## src/rtl/bcd_serial_adder_pkg.sv

```systemverilog
// Shared constants for the digit-serial BCD adder: FSM encodings and BCD digit limits.
package bcd_serial_adder_pkg;

  localparam logic [1:0] ST_IDLE = 2'd0;
  localparam logic [1:0] ST_RUN  = 2'd1;
  localparam logic [1:0] ST_DONE = 2'd2;

  localparam logic [3:0] BCD_MAX  = 4'd9;
  localparam logic [3:0] BCD_CORR = 4'd6;

  function automatic logic nibble_bad(input logic [3:0] n);
    return n > BCD_MAX;
  endfunction

endpackage

```

## src/rtl/bcd_digit_add.sv

```systemverilog
// One-digit BCD adder with decimal correction; flags any non-BCD input nibble.
module bcd_digit_add
  import bcd_serial_adder_pkg::*;
(
  input  logic [3:0] a_d,
  input  logic [3:0] b_d,
  input  logic       c_in,
  output logic [3:0] s_d,
  output logic       c_out,
  output logic       bad
);

  logic [4:0] z;
  logic [3:0] z_corr;

  // Only the low nibble of z + 6 matters, so the correction is done mod 16.
  always_comb begin
    z      = 5'(a_d) + 5'(b_d) + 5'(c_in);
    z_corr = z[3:0] + BCD_CORR;
    s_d    = z[3:0];
    c_out  = 1'b0;
    if (z > 5'(BCD_MAX)) begin
      s_d   = z_corr;
      c_out = 1'b1;
    end
    bad = nibble_bad(a_d) | nibble_bad(b_d);
  end

endmodule

```

## src/rtl/bcd_serial_adder.sv

```systemverilog
// Digit-serial multi-digit BCD adder: one digit per clock, least significant digit first.
module bcd_serial_adder
  import bcd_serial_adder_pkg::*;
#(
  parameter int unsigned DIGITS = 4
) (
  input  logic                clk,
  input  logic                resetn,
  input  logic                start,
  input  logic [4*DIGITS-1:0] a,
  input  logic [4*DIGITS-1:0] b,
  input  logic                cin,
  output logic                busy,
  output logic                done,
  output logic [4*DIGITS-1:0] sum,
  output logic                cout,
  output logic                invalid
);

  localparam int unsigned W  = 4 * DIGITS;
  localparam int unsigned CW = $clog2(DIGITS + 1);

  logic [1:0]    state_q,   state_d;
  logic [CW-1:0] cnt_q,     cnt_d;
  logic [W-1:0]  a_sh_q,    a_sh_d;
  logic [W-1:0]  b_sh_q,    b_sh_d;
  logic [W-1:0]  res_sh_q,  res_sh_d;
  logic          carry_q,   carry_d;
  logic          inv_acc_q, inv_acc_d;
  logic          busy_q,    busy_d;
  logic          done_q,    done_d;
  logic [W-1:0]  sum_q,     sum_d;
  logic          cout_q,    cout_d;
  logic          invalid_q, invalid_d;

  logic [3:0]    dig_s;
  logic          dig_c;
  logic          dig_bad;
  logic [W-1:0]  res_next;
  logic          last_digit;

  bcd_digit_add u_digit (
    .a_d   (a_sh_q[3:0]),
    .b_d   (b_sh_q[3:0]),
    .c_in  (carry_q),
    .s_d   (dig_s),
    .c_out (dig_c),
    .bad   (dig_bad)
  );

  // New digit enters at the top; after DIGITS shifts digit 0 sits in the low nibble.
  assign res_next   = W'({dig_s, res_sh_q} >> 4);
  assign last_digit = (cnt_q == CW'(DIGITS - 1));

  always_comb begin
    state_d   = state_q;
    cnt_d     = cnt_q;
    a_sh_d    = a_sh_q;
    b_sh_d    = b_sh_q;
    res_sh_d  = res_sh_q;
    carry_d   = carry_q;
    inv_acc_d = inv_acc_q;
    busy_d    = busy_q;
    done_d    = 1'b0;
    sum_d     = sum_q;
    cout_d    = cout_q;
    invalid_d = invalid_q;

    case (state_q)
      ST_IDLE: begin
        if (start) begin
          a_sh_d    = a;
          b_sh_d    = b;
          carry_d   = cin;
          cnt_d     = '0;
          res_sh_d  = '0;
          inv_acc_d = 1'b0;
          busy_d    = 1'b1;
          state_d   = ST_RUN;
        end
      end
      ST_RUN: begin
        res_sh_d  = res_next;
        a_sh_d    = a_sh_q >> 4;
        b_sh_d    = b_sh_q >> 4;
        carry_d   = dig_c;
        inv_acc_d = inv_acc_q | dig_bad;
        cnt_d     = cnt_q + CW'(1);
        if (last_digit) begin
          sum_d     = res_next;
          cout_d    = dig_c;
          invalid_d = inv_acc_q | dig_bad;
          done_d    = 1'b1;
          state_d   = ST_DONE;
        end
      end
      ST_DONE: begin
        busy_d  = 1'b0;
        state_d = ST_IDLE;
      end
      default: begin
        busy_d  = 1'b0;
        state_d = ST_IDLE;
      end
    endcase
  end

  always_ff @(posedge clk) begin
    if (!resetn) begin
      state_q   <= ST_IDLE;
      cnt_q     <= '0;
      a_sh_q    <= '0;
      b_sh_q    <= '0;
      res_sh_q  <= '0;
      carry_q   <= 1'b0;
      inv_acc_q <= 1'b0;
      busy_q    <= 1'b0;
      done_q    <= 1'b0;
      sum_q     <= '0;
      cout_q    <= 1'b0;
      invalid_q <= 1'b0;
    end else begin
      state_q   <= state_d;
      cnt_q     <= cnt_d;
      a_sh_q    <= a_sh_d;
      b_sh_q    <= b_sh_d;
      res_sh_q  <= res_sh_d;
      carry_q   <= carry_d;
      inv_acc_q <= inv_acc_d;
      busy_q    <= busy_d;
      done_q    <= done_d;
      sum_q     <= sum_d;
      cout_q    <= cout_d;
      invalid_q <= invalid_d;
    end
  end

  assign busy    = busy_q;
  assign done    = done_q;
  assign sum     = sum_q;
  assign cout    = cout_q;
  assign invalid = invalid_q;

endmodule

```

## config.mk

```make
export PLATFORM = sky130hd
export DESIGN_NAME = bcd_serial_adder
export DESIGN_NICKNAME = d
export VERILOG_FILES = /design/src/rtl/bcd_serial_adder_pkg.sv /design/src/rtl/bcd_digit_add.sv /design/src/rtl/bcd_serial_adder.sv
export SDC_FILE = /design/constraint.sdc
export NUM_CORES = 1
export LEC_CHECK = 0
export ABC_AREA = 1
export BUFFER_PORTS_ARGS = -buffer_cell sky130_fd_sc_hd__buf_4
export CORE_ASPECT_RATIO = 1.2
export CORE_MARGIN = 5
export CORE_UTILIZATION = 55
export CTS_CLUSTER_DIAMETER = 60
export DETAILED_ROUTE_END_ITERATION = 16
export HOLD_SLACK_MARGIN = 0.15
export PLACE_DENSITY = 0.78
export SYNTH_ARGS = -nofsm -noshare
export SYNTH_HDL_FRONTEND = slang
export SYNTH_HIERARCHICAL = 1
export SYNTH_SLANG_ARGS = --single-unit
```

## constraint.sdc

```tcl
create_clock -name clk -period 4.6 [get_ports clk]
set_input_delay 1.15 -clock clk [delete_from_list [all_inputs] [get_ports clk]]
set_output_delay 1.15 -clock clk [all_outputs]
set_load 0.02 [all_outputs]
```

Yosys cells after proc, flatten, opt, wreduce, memory -nomap -nowiden
Cells that the tools add are included.
{"block": "totals", "wordCells": 53, "register_bits": 75, "in_bits": 36, "output_inout_bits": 20}
{"block": "classes", "bitwise_logic": 3, "reduce_logical": 7, "add_sub_neg": 4, "eq_ne": 4, "order_cmp": 3, "n_mux": 20}
{"op": "16-bit case mux with 2 select lines", "count": 3}
{"op": "16-bit 2-to-1 mux", "count": 3}
{"op": "2-bit AND reduction", "count": 5}
{"op": "4-bit greater-than comparator, second input constant", "count": 2}
{"op": "1-bit case mux with 2 select lines", "count": 3}
{"op": "3-bit case mux with 2 select lines", "count": 1}
{"op": "4-bit by 4-bit adder with 5-bit output", "count": 1}
{"op": "5-bit by 1-bit adder with 5-bit output", "count": 1}
{"op": "5-bit by 4-bit greater-than comparator with 1-bit output, second input constant", "count": 1}
{"op": "1-bit 2-to-1 mux", "count": 5}
{"op": "4-bit by 3-bit adder with 4-bit output, second input constant", "count": 1}
{"op": "2-bit 2-to-1 mux", "count": 2}
{"op": "4-bit 2-to-1 mux", "count": 1}
{"op": "2-bit inequality test, second input constant", "count": 2}
{"op": "2-bit case mux with 2 select lines", "count": 1}
{"op": "3-bit by 1-bit adder with 3-bit output, second input constant", "count": 1}
{"op": "3-bit by 2-bit equality test with 1-bit output, second input constant", "count": 1}
{"op": "3-bit 2-to-1 mux", "count": 1}
{"op": "2-bit by 1-bit equality test with 1-bit output, second input constant", "count": 1}
{"op": "2-bit logical NOT", "count": 1}
{"op": "1-bit bitwise OR", "count": 2}
{"op": "2-bit nonzero test", "count": 1}
{"op": "1-bit inverter", "count": 1}

Logic depth before layout (Yosys ltp)
{"block": "logic_depth", "word_depth": 5, "depth_mapped": 13, "mapped_depth_nobuf": 13}

Hierarchy
The synthesis kept the hierarchy.
{"mod": "bcd_serial_adder", "cells_per_inst": 464, "area_each_um2": 3034.2, "n_inst": 1, "seq_area_each_um2": 1421.4}
{"mod": "bcd_digit_add", "cells_per_inst": 50, "area_each_um2": 314.1, "n_inst": 1, "seq_area_each_um2": 0.0}

Least setup slack after synthesis
OpenSTA, ideal clock, no wires.
{"block": "synth_timing", "path_type": "register to register", "start": "reg a_sh_q[0]", "end": "reg res_sh_q[15]", "t_required_ns": 4.527, "path_slack_ns": 2.387, "t_arrival_ns": 2.140, "synth_period_minus_slack_ns": 2.213, "stages_incl_launch_ff": 13, "setup_ns": 0.073, "n_path_buf": 0, "path_cell_list": "dfxtp_1 -> fa_1 -> fa_1 -> nand2_1 -> nand2_2 -> ha_1 -> a21oi_4 -> nand2_4 -> nand2_4 -> nand2_1 -> nand2_1 -> nand2_1 -> a21oi_1"}
{"block": "synth_between", "elab_chain_cells": 5, "elab_cells_between_ends": 6, "cone_classes": "add/sub (3); order compare (1); mux (2)"}
{"item": "start, declared", "line": "bcd_serial_adder.sv:25", "text": "logic [W-1:0] a_sh_q, a_sh_d;"}
{"item": "start signal, assigned", "line": "bcd_serial_adder.sv:125", "text": "a_sh_q <= a_sh_d;"}
{"item": "4-bit by 4-bit adder with 5-bit output (*)", "line": "bcd_digit_add.sv:18", "text": "z = 5'(a_d) + 5'(b_d) + 5'(c_in);"}
{"item": "5-bit by 1-bit adder with 5-bit output (*)", "line": "bcd_digit_add.sv:18"}
{"item": "4-bit by 3-bit adder with 4-bit output / 5-bit by 4-bit greater-than comparator with 1-bit output (equally long branches)", "line": "bcd_digit_add.sv:19, bcd_digit_add.sv:22"}
{"item": "4-bit 2-to-1 mux (*)", "line": "bcd_digit_add.sv:22", "text": "if (z > 5'(BCD_MAX)) begin"}
{"item": "via dig_s[3]", "line": "bcd_serial_adder.sv:36", "text": "logic [3:0] dig_s;"}
{"item": "16-bit case mux with 2 select lines (*)", "line": "bcd_serial_adder.sv:69", "text": "case (state_q)"}
{"item": "end signal, assigned", "line": "bcd_serial_adder.sv:127", "text": "res_sh_q <= res_sh_d;"}
{"item": "end, declared", "line": "bcd_serial_adder.sv:27", "text": "logic [W-1:0] res_sh_q, res_sh_d;"}
The timed path passes the listed nets; every way through them passes the cells marked *.
A chain may end at the register's enable or synchronous reset.

Worst setup path in the final report
Ends and elaborated chain as after synthesis.

==> impl_metrics.xml <==
<?xml version="1.0" encoding="UTF-8"?>
<metrics>
  <group name="status">
    <metric name="run_status" unit="">finished, final reports clean</metric>
  </group>
  <group name="setup_path">
    <metric name="timing_worst_setup_path_type" unit="">reg2reg</metric>
    <metric name="worst-endpoint-arrival" unit="ns">2.73</metric>
    <metric name="worst_path_dominant_cell_family" unit="">adder cells</metric>
    <metric name="rr_worst_depth" unit="">12</metric>
    <metric name="critical_path.cell_chain" unit="">fa_1, fa_1, nand2_1, nand2_2, ha_1, a21oi_4, nand2_4, nand2_4, nand2_1, nand2_1, nand2_1, a21oi_1</metric>
    <metric name="critical_path.most_common_cell" unit="">sky130_fd_sc_hd__nand2_1</metric>
    <metric name="critPathBufInv" unit="">0</metric>
    <metric name="r2r_setup_slack" unit="ns">2.15</metric>
    <metric name="critical_path_required" unit="ns">4.88</metric>
    <metric name="timing.critical_path.to_type" unit="">register</metric>
    <metric name="regToRegEndpoint" unit="">res_sh_q[15]</metric>
    <metric name="worst_path_largest_cell_delay" unit="ns">0.49</metric>
    <metric name="cp_max_fo" unit="">5</metric>
    <metric name="cpMaxStageDelayCell" unit="">sky130_fd_sc_hd__fa_1</metric>
    <metric name="startpoint_type_of_the_worst_setup_path" unit="">register</metric>
    <metric name="timing.rr.start" unit="">a_sh_q[0]</metric>
  </group>
  <group name="layout">
    <metric name="drive_above_1_share" unit="">0.158</metric>
    <metric name="layout.area.seq" unit="mm^2">0.00142</metric>
    <metric name="finish.net_count" unit="">602</metric>
    <metric name="area_of_the_multi_input_gates" unit="mm^2">0.00160</metric>
    <metric name="finish.cell_count_without_fillers" unit="">645</metric>
    <metric name="areaGrowthSynthToFinish" unit="%">20.2</metric>
    <metric name="stdcell_area" unit="mm^2">0.00402</metric>
    <metric name="antenna_cells_inserted" unit="">0</metric>
    <metric name="fillers" unit="">578</metric>
  </group>
  <group name="placed_design">
    <metric name="gpl.final_weighted_congestion" unit="">0.826</metric>
    <metric name="detailed_place.area" unit="mm^2">0.00376</metric>
    <metric name="dp_hpwl" unit="mm">4.87</metric>
    <metric name="placed_cells_incl_taps" unit="">629</metric>
    <metric name="place.port_buffers" unit="">55</metric>
  </group>
  <group name="die">
    <metric name="ios" unit="">56</metric>
    <metric name="die_area" unit="mm^2">0.00775</metric>
    <metric name="initial_core_util" unit="">0.561</metric>
    <metric name="placeableCoreArea" unit="mm^2">0.00597</metric>
    <metric name="fp-row-count" unit="">31</metric>
    <metric name="die_height" unit="um">95.5</metric>
    <metric name="die-width" unit="um">81.2</metric>
  </group>
  <group name="drt">
    <metric name="highest_layer" unit="">met4</metric>
    <metric name="drt_drc_violations_left" unit="">0</metric>
    <metric name="wl_met3" unit="um">375</metric>
    <metric name="firstDrtPassIters" unit="">4</metric>
    <metric name="routedWlPerCell" unit="um">10.7</metric>
    <metric name="drt-vias-per-instance" unit="">4.69</metric>
    <metric name="drt-initial-drc-count" unit="">112</metric>
    <metric name="dr_total_vias" unit="">3028</metric>
    <metric name="m1WireLength" unit="mm">2.99</metric>
    <metric name="wl_met2" unit="mm">3.42</metric>
    <metric name="route.antenna.remaining_nets" unit="">0</metric>
    <metric name="drt_wl_total" unit="mm">6.92</metric>
  </group>
  <group name="grt">
    <metric name="number_of_global_route_vias_before_repair" unit="">2848</metric>
    <metric name="gr-total-overflow" unit="">0</metric>
    <metric name="grt_start_max_net_pins" unit="">53</metric>
    <metric name="first_pass_grt_wire_length" unit="mm">11.8</metric>
    <metric name="globalRouteTotalUtil" unit="">0.195</metric>
    <metric name="grt_antenna_before_repair" unit="">0</metric>
  </group>
  <group name="synth">
    <metric name="synthDistinctLibCells" unit="">23</metric>
    <metric name="yosysTopAreaCellShare" unit="">0.425</metric>
    <metric name="post-synth-top-area-cell" unit="">sky130_fd_sc_hd__dfxtp_1</metric>
    <metric name="area_of_the_mapped_netlist" unit="mm^2">0.00335</metric>
    <metric name="postSynthCellCount" unit="">514</metric>
    <metric name="syn_area_per_cell" unit="um^2">6.51</metric>
    <metric name="yosysWarnings" unit="">6</metric>
    <metric name="number_of_nets_produced_by_synthesis" unit="">558</metric>
    <metric name="synth_seq_area_share" unit="">0.425</metric>
    <metric name="netlist_top_cells_area" unit="">sky130_fd_sc_hd__dfxtp_1 (42%), sky130_fd_sc_hd__nand2_1 (21%), sky130_fd_sc_hd__nor2_1 (10%)</metric>
    <metric name="ys_ff_latch" unit="">71</metric>
  </group>
  <group name="sta">
    <metric name="drv_slew" unit="">0</metric>
    <metric name="slew-limit-headroom" unit="">0.367</metric>
    <metric name="finalCritPeriodShare" unit="">0.532</metric>
    <metric name="fin_setup_tns" unit="ns">0</metric>
    <metric name="setup_repair_after_global_routing_missed_its_margin" unit="">false</metric>
    <metric name="finClkSkew" unit="ns">0.00971</metric>
    <metric name="fmax" unit="GHz">0.408</metric>
    <metric name="finalSetupViolations" unit="">0</metric>
    <metric name="actual_slew_at_the_worst_max_slew_pin" unit="ns">0.949</metric>
    <metric name="fin_crit" unit="ns">2.45</metric>
    <metric name="hold_violations" unit="">0</metric>
    <metric name="finalHoldWorstSlack" unit="ns">0.466</metric>
  </group>
  <group name="min_path">
    <metric name="hold_path.class" unit="">reg2reg</metric>
    <metric name="holdCritStartpoint" unit="">a_sh_q[12]</metric>
    <metric name="min_delay_worst_endpoint" unit="">a_sh_q[12]</metric>
    <metric name="hold-path-cell-count" unit="">2</metric>
  </group>
  <group name="power">
    <metric name="leakagePower" unit="nW">2.04</metric>
    <metric name="sequentialPowerShare" unit="">0.422</metric>
    <metric name="p_switching" unit="mW">0.415</metric>
    <metric name="cell_internal_pwr" unit="mW">1.16</metric>
    <metric name="combPwrFrac" unit="">0.163</metric>
    <metric name="ir_drop" unit="mV">0.270</metric>
    <metric name="power.switching_fraction" unit="">0.263</metric>
    <metric name="clock_network_fraction_of_total_power" unit="">0.415</metric>
    <metric name="ratio_of_total_power_to_cell_area" unit="mW/mm^2">392</metric>
  </group>
  <group name="clock_network">
    <metric name="clk_transition_reported_paths" unit="ns">0.08</metric>
    <metric name="ctsResizeCount" unit="">0</metric>
    <metric name="root_buffer" unit="">sky130_fd_sc_hd__clkbuf_8</metric>
    <metric name="cts.htree.levels" unit="">3</metric>
    <metric name="clock_sinks" unit="">71</metric>
    <metric name="holdBufCountCts" unit="">0</metric>
    <metric name="clock_insertion_delay_worst_skew" unit="ns">0.35</metric>
    <metric name="clock_path_buffers" unit="">2</metric>
    <metric name="postCtsSetupBuffers" unit="">0</metric>
    <metric name="tritoncts_clock_tree" unit="">done</metric>
    <metric name="cts-buffers-inserted" unit="">9</metric>
  </group>
  <group name="job">
    <metric name="drv.max_cap_violation_count" unit="">0</metric>
  </group>
</metrics>
==> final cells by class <==
class,instances,share of cell area
Multi-Input combinational cell,364,0.397
Inverter,55,0.0513
Clock inverter,7,0.0354
Timing Repair Buffer,57,0.106
Tap cell,82,0.0255
Sequential cell,71,0.353
Clock buffer,9,0.0308
==> per-stage QoR <==
stage          total power [mW]   util  setup slack [ns]
2_1_floorplan             0.872      -              2.39
3_3_place_gp              0.928  0.629              1.86
3_5_place_dp              0.937  0.629              1.83
4_1_cts                    1.59  0.674              2.13
5_1_grt                    1.66  0.674              1.95
6_report                   1.58  0.674              2.15
==> layer usage <==
metal,vias up,global-route usage
li1,1631,-
met1,1312,0.213
met2,73,0.354
met3,12,0.0482
met4,0,0.0817
met5,-,0
==> kinds of logic after synthesis <==
group / Yosys count / synth area share
flip-flops: 71 / 0.425
AND/OR/NAND/NOR: 323 / 0.388
AO/OA/AOI/OAI: 33 / 0.0549
adder cells (fa/ha/maj): 8 / 0.0344
buffers and inverters: 79 / 0.0979
==> flip-flops by register name (all words and copies together) (netlist names) <==
name,flops
done,1
res_sh_q,12
invalid,1
carry_q,1
sum,16
busy,1
cout,1
cnt_q,3
b_sh_q,16
state_q,2
inv_acc_q,1
a_sh_q,16
==> Yosys cell counts (all sizes together) <==
| cell type | count |
|---|---|
| clkinv | 1 |
| or2 | 1 |
| clkbuf | 8 |
| ha | 6 |
| nand2 | 196 |
| nor2 | 94 |
| o21ai | 5 |
| inv | 54 |
| buf | 16 |
| dfxtp | 71 |
| nand3 | 32 |
| fa | 2 |
| a21oi | 28 |
==> worst reg2reg max path: stages, from the launching register on <==
cell and delay, ns:
sky130_fd_sc_hd__dfxtp_1 0.33, sky130_fd_sc_hd__fa_1 0.49, sky130_fd_sc_hd__fa_1 0.40, sky130_fd_sc_hd__nand2_1 0.11, sky130_fd_sc_hd__nand2_2 0.09, sky130_fd_sc_hd__ha_1 0.27, sky130_fd_sc_hd__a21oi_4 0.16, sky130_fd_sc_hd__nand2_4 0.08
sky130_fd_sc_hd__nand2_4 0.08, sky130_fd_sc_hd__nand2_1 0.05, sky130_fd_sc_hd__nand2_1 0.10, sky130_fd_sc_hd__nand2_1 0.07, sky130_fd_sc_hd__a21oi_1 0.15
==> power by group through the flow <==
| stage | Clock [mW] | Combinational [mW] | Sequential [mW] |
|---|---|---|---|
| floorplan | 0 | 0.197 | 0.675 |
| global placement | 0 | 0.251 | 0.678 |
| detailed placement | 0 | 0.258 | 0.679 |
| CTS | 0.666 | 0.260 | 0.665 |
| global route | 0.692 | 0.297 | 0.668 |
| finish | 0.655 | 0.257 | 0.665 |
==> worst max-delay path by stage <==
stage | start | to | cells past startpoint
floorplan | a_sh_q[0] | res_sh_q[15] | 12
global placement | start | a_sh_q[10] | 6
detailed placement | start | b_sh_q[8] | 6
CTS | a_sh_q[0] | res_sh_q[15] | 12
global route | a_sh_q[0] | res_sh_q[15] | 12
finish | a_sh_q[0] | res_sh_q[15] | 12
==> cells in the final DEF (no fill, tap or decap), types with 2 or more instances in the layout <==
master / n
sky130_fd_sc_hd__inv_6: 2
sky130_fd_sc_hd__nand2_4: 2
sky130_fd_sc_hd__buf_4: 57
sky130_fd_sc_hd__nand3_1: 32
sky130_fd_sc_hd__inv_1: 52
sky130_fd_sc_hd__bufinv_16: 4
sky130_fd_sc_hd__inv_2: 2
sky130_fd_sc_hd__ha_1: 6
sky130_fd_sc_hd__nor2_4: 2
sky130_fd_sc_hd__nor2_1: 92
sky130_fd_sc_hd__nand2_1: 188
sky130_fd_sc_hd__clkbuf_8: 9
sky130_fd_sc_hd__nand2_2: 6
sky130_fd_sc_hd__a21oi_1: 26
sky130_fd_sc_hd__o21ai_0: 4
sky130_fd_sc_hd__dfxtp_1: 71
sky130_fd_sc_hd__fa_1: 2
Power figures use the tool's default switching activity.
